[src/rtl/sram_mem_ctrl.sv]
// Data-memory controller that moves 32-bit words to/from an external 16-bit
// asynchronous SRAM as two half-word phases, stalling the pipeline via ready.
module sram_mem_ctrl #(
  parameter logic [31:0] BASE_ADDR  = 32'd1024,
  parameter int          SRAM_AW    = 18,
  parameter int          ACC_CYCLES = 2
) (
  input  logic               clk,
  input  logic               rst,
  input  logic               wr_en,
  input  logic               rd_en,
  input  logic [31:0]        address,
  input  logic [31:0]        write_data,
  output logic [31:0]        read_data,
  output logic               ready,
  output logic [SRAM_AW-1:0] sram_addr,
  output logic [15:0]        sram_dq_out,
  input  logic [15:0]        sram_dq_in,
  output logic               sram_dq_oe,
  output logic               sram_we_n
);

  localparam logic [1:0] IDLE = 2'd0;
  localparam logic [1:0] LOW  = 2'd1;
  localparam logic [1:0] HIGH = 2'd2;
  localparam logic [1:0] DONE = 2'd3;

  localparam int IW = SRAM_AW - 1;
  localparam int CW = (ACC_CYCLES > 1) ? $clog2(ACC_CYCLES) : 1;
  localparam logic [CW-1:0] CNT_LAST = CW'(ACC_CYCLES - 1);

  logic [1:0]    state;
  logic [CW-1:0] cnt;
  logic          op_wr;
  logic [IW-1:0] idx_q;
  logic [31:0]   wdata_q;
  logic [31:0]   rbuf;
  logic [IW-1:0] idx_next;

  // Word index relative to the SRAM window; out-of-range addresses wrap silently.
  assign idx_next = IW'((address - BASE_ADDR) >> 2);

  assign ready = (state == DONE) || ((state == IDLE) && !wr_en && !rd_en);

  // SRAM pins are registered, so each phase's address/data/strobe is loaded on
  // the edge that enters the phase and held stable for all of its cycles.
  always_ff @(posedge clk) begin
    if (!rst) begin
      state       <= IDLE;
      cnt         <= '0;
      op_wr       <= 1'b0;
      idx_q       <= '0;
      wdata_q     <= '0;
      rbuf        <= '0;
      read_data   <= '0;
      sram_addr   <= '0;
      sram_dq_out <= '0;
      sram_dq_oe  <= 1'b0;
      sram_we_n   <= 1'b1;
    end else begin
      case (state)
        IDLE: begin
          if (wr_en || rd_en) begin
            op_wr       <= wr_en;
            idx_q       <= idx_next;
            wdata_q     <= write_data;
            cnt         <= '0;
            state       <= LOW;
            sram_addr   <= {idx_next, 1'b0};
            sram_dq_out <= write_data[15:0];
            sram_dq_oe  <= wr_en;
            sram_we_n   <= ~wr_en;
          end
        end
        LOW: begin
          if (cnt == CNT_LAST) begin
            cnt         <= '0;
            state       <= HIGH;
            sram_addr   <= {idx_q, 1'b1};
            sram_dq_out <= wdata_q[31:16];
            if (!op_wr) begin
              rbuf[15:0] <= sram_dq_in;
            end
          end else begin
            cnt <= cnt + CW'(1);
          end
        end
        HIGH: begin
          if (cnt == CNT_LAST) begin
            cnt        <= '0;
            state      <= DONE;
            sram_dq_oe <= 1'b0;
            sram_we_n  <= 1'b1;
            if (!op_wr) begin
              rbuf[31:16] <= sram_dq_in;
            end
          end else begin
            cnt <= cnt + CW'(1);
          end
        end
        DONE: begin
          if (!op_wr) begin
            read_data <= rbuf;
          end
          state <= IDLE;
        end
        default: state <= IDLE;
      endcase
    end
  end

endmodule

[config.mk]
export PLATFORM = sky130hd
export DESIGN_NAME = sram_mem_ctrl
export DESIGN_NICKNAME = d
export VERILOG_FILES = /design/src/rtl/sram_mem_ctrl.sv
export SDC_FILE = /design/constraint.sdc
export NUM_CORES = 1
export LEC_CHECK = 0
export ABC_AREA = 1
export BUFFER_PORTS_ARGS = -buffer_cell sky130_fd_sc_hd__buf_2
export CAP_MARGIN = 20
export CORE_MARGIN = 2
export CORE_UTILIZATION = 50
export CTS_CLUSTER_DIAMETER = 40
export DETAILED_ROUTE_END_ITERATION = 10
export PLACE_DENSITY = 0.79
export SLEW_MARGIN = 20
export SYNTH_ARGS = -nofsm -noshare
export SYNTH_HDL_FRONTEND = slang
export SYNTH_SLANG_ARGS = --single-unit
[constraint.sdc]
create_clock -name clk -period 3.58 [get_ports clk]
set_clock_uncertainty 0.1 [all_clocks]
set_input_delay 0 -clock clk [delete_from_list [all_inputs] [get_ports clk]]
set_output_delay 0 -clock clk [all_outputs]
set_load 0.005 [all_outputs]
==> flow_summary.yaml <==
status:
  outcome: "finished clean"
clock_network:
  post_cts_resized: 0
  clk_pin_slew_worst_paths_ps: 60
  ctsHoldBuffers: 104
  root_buffer: "clkbuf_8"
  h-tree-depth: 4
  cts_setup_buffers: 0
  numClockSinks: 137
  cts_buffers: 17
  clockBufferDepth: 2
  clk_latency_ps: 520
  cts_tree: "yes"
critical_path:
  crit_path_frequent_cell: "dlygate4sd3_1"
  worstPathCellList: "dlygate4sd3_1, buf_2, nor2_1, dlygate4sd3_1, nand2_1, o21ai_0, dlygate4sd3_1, nand2_1, dlygate4sd3_1, o21ai_0, inv_1"
  critPathArrivalTime_ps: 3100
  cp_slowest_cell: "dlygate4sd3_1"
  cp_max_fo: 3
  path_buf_inv: 6
  cp.required_ps: 3880
  critPathCaptureType: "flop"
  start_kind: "primary input"
  crit_family: "buffers and inverters"
  crit_type: "in2reg"
  crit_path_max_incr_delay_ps: 580
logic_synthesis:
  synth_seq_cells: 137
  synthTopCellsByCount: "dfxtp_1 (137), o21ai_0 (133), nor2_1 (109)"
  yosys_warnings: 0
  ys.flop_type: "dfxtp_1"
  ys_top_cells_by_area: "dfxtp_1 (50%), o21ai_0 (12%), a21oi_1 (7.5%), nor2_1 (7.5%), nand2_1 (7.2%)"
  synth_nets: 822
  syn_inst: 732
  synth_edf_count: 0
  ys_async_sr_fraction_pct: 0
  synth_top_area_cell: "dfxtp_1"
  synthesis.area_sq_um: 5450
  avgSynthCellArea_sq_um: 7.45
  synthDistinctLibCells: 24
  yosysTopAreaCellShare_pct: 50.3
  seq_area_frac_synth_pct: 50.3
  synth_most_common_cell: "dfxtp_1"
placed_design:
  hpwl_mm: 7.89
  dpl-instance-area_sq_um: 6140
  io_buffers: 137
  place_congestion: 0.820
routing:
  drt_wl_total_mm: 15.8
  detail-route-antenna-nets: 0
  detail_route.first_pass.iterations: 5
  drt_iter0_markers: 345
  avgRoutedWirePerCell_um: 14.3
  vias: 5644
  drc_errors: 0
  viasPerCell: 5.09
power_and_ir_drop:
  power.total_mw: 6.02
  seqPwrFrac_pct: 36.7
  max-vdd-ir-drop_mv: 0.430
  internal-power_mw: 3.78
  net-switching-power_mw: 2.24
  p_leak_nw: 3.70
  p_clk_share_pct: 27.4
  power.density_nw_per_um2: 774
  p_comb_share_pct: 36.0
  swShare_pct: 37.2
floorplanning:
  pin_count: 153
  floorplan.core_area_sq_um: 10700
  num_rows: 38
  die_y_um: 108
  start_util_pct: 50.7
  die-width_um: 108
  die-area_sq_um: 11800
finish:
  drive_gt1_share_pct: 20.1
  final_area_sq_um: 7780
  fin_nets: 1044
  area_delta_synth_final_pct: 42.7
grt:
  grt_pass1_wl_mm: 25.5
  grt_pass1_vias: 5374
  antenna_found_initial: 1
  track_usage_pct: 27.8
  grt_overflow: 0
  grt_max_degree: 96
timing:
  max_freq_ghz: 0.358
  fin_crit_ps: 2800
  relSlewSlack_pct: 47.4
  maxSlewViolCount: 0
  grt_setup_unrepaired: "no"
  worstMarginPinSlew_ps: 788
  setup-tns-final_ps: 0
  timing.final.crit_share_pct: 78.1
  setup_viol: 0
  hold_viol: 0
job:
  drv_cap: 0
hold_path:
  hold_class: "in2reg"
[final cells by class]
| cell class | count | area (sq um) |
|---|---|---|
| Clock inverter | 14 | 139 |
| Clock buffer | 18 | 428 |
| Sequential cell | 137 | 2740 |
| Timing Repair Buffer | 248 | 1800 |
| Antenna cell | 1 | 2.50 |
| Inverter | 79 | 297 |
| Fill cell | 817 | 2960 |
| Tap cell | 140 | 175 |
| Multi-Input combinational cell | 471 | 2200 |
[power groups by stage]
| stage | Clock (mW) | Combinational, mW | Sequential (mW) |
|---|---|---|---|
| 5_1_grt | 1.75 | 2.46 | 2.25 |
| 2_1_floorplan | 0 | 1.37 | 2.22 |
| 6_report | 1.65 | 2.17 | 2.21 |
| 3_5_place_dp | 0 | 1.87 | 2.22 |
| 4_1_cts | 1.68 | 2.07 | 2.19 |
| 3_3_place_gp | 0 | 1.84 | 2.20 |
[layout by cell type (no fill, tap or decap), types with 7 or more instances in the layout]
cell type and instances:
a21oi_1 82, buf_2 136, buf_4 7, clkbuf_16 16, dfxtp_1 137, dlygate4sd3_1 104
inv_1 75, nand2_1 105, nand3_1 9, nor2_1 109, o21ai_0 133, o21ai_1 8
[path summary, 6_finish.rpt]
| check | from | end | slack [ps] | cells after the start |
|---|---|---|---|---|
| worst max-delay path | address[12] | idx_q[15] | 780 | 11 |
| worst min-delay path | write_data[30] | wdata_q[30] | 180 | 4 |
| worst max register to register | state[1] | sram_addr[17] | 980 | 7 |
| worst min register to register | idx_q[10] | idx_q[10] | 350 | 2 |
[registers in the layout, summed over array words and instances, names as in the netlist]
name and cells:
read_data 32, sram_we_n 1, state 2, sram_dq_oe 1, cnt 1, idx_q 17, sram_dq_out 16, wdata_q 16
op_wr 1, rbuf 32, sram_addr 18
[routing by layer]
layer	vias up	wire length, um	GRT usage (%)
met2	237	8090	49.6
met5	-	0	0
met1	2557	6080	30.3
met4	0	553	12.7
li1	2794	-	-
met3	56	1070	8.20
[kinds of logic (layout without fill, tap and decap cells)]
kind of cell	after synthesis	after routing	synth area share (%)
xor gates and xnor gates	3	3	0.482
DFF	137	137	50.3
other	0	1	0
AOI/OAI and AO/OA	230	230	21.7
buffers and inverters	124	359	9.57
adders and majority gates	6	6	1.38
and+or+nand+nor	232	232	16.6
[stage by stage]
stage                     utilization, %  hold slack, ps  instances  setup slack [ps]
after floorplan                        -           -9.99        732              2000
after global placement              57.2             116        970              1420
after detailed placement            57.2             115        970              1410
after CTS                           72.1             155       1106               903
after global routing                72.4             175       1108               624
final                               72.4             175       1108               785
[worst reg2reg max path, delay by kind of cell (launching register included)]
kind                     cells  cell delay, ps
AO/OA/AOI/OAI                1              50
buffers and inverters        4            1600
AND/OR/NAND/NOR              1             210
flip-flops                   1             330
adder cells (fa/ha/maj)      1             220
Note: power is estimated with default switching activity, not from simulation.
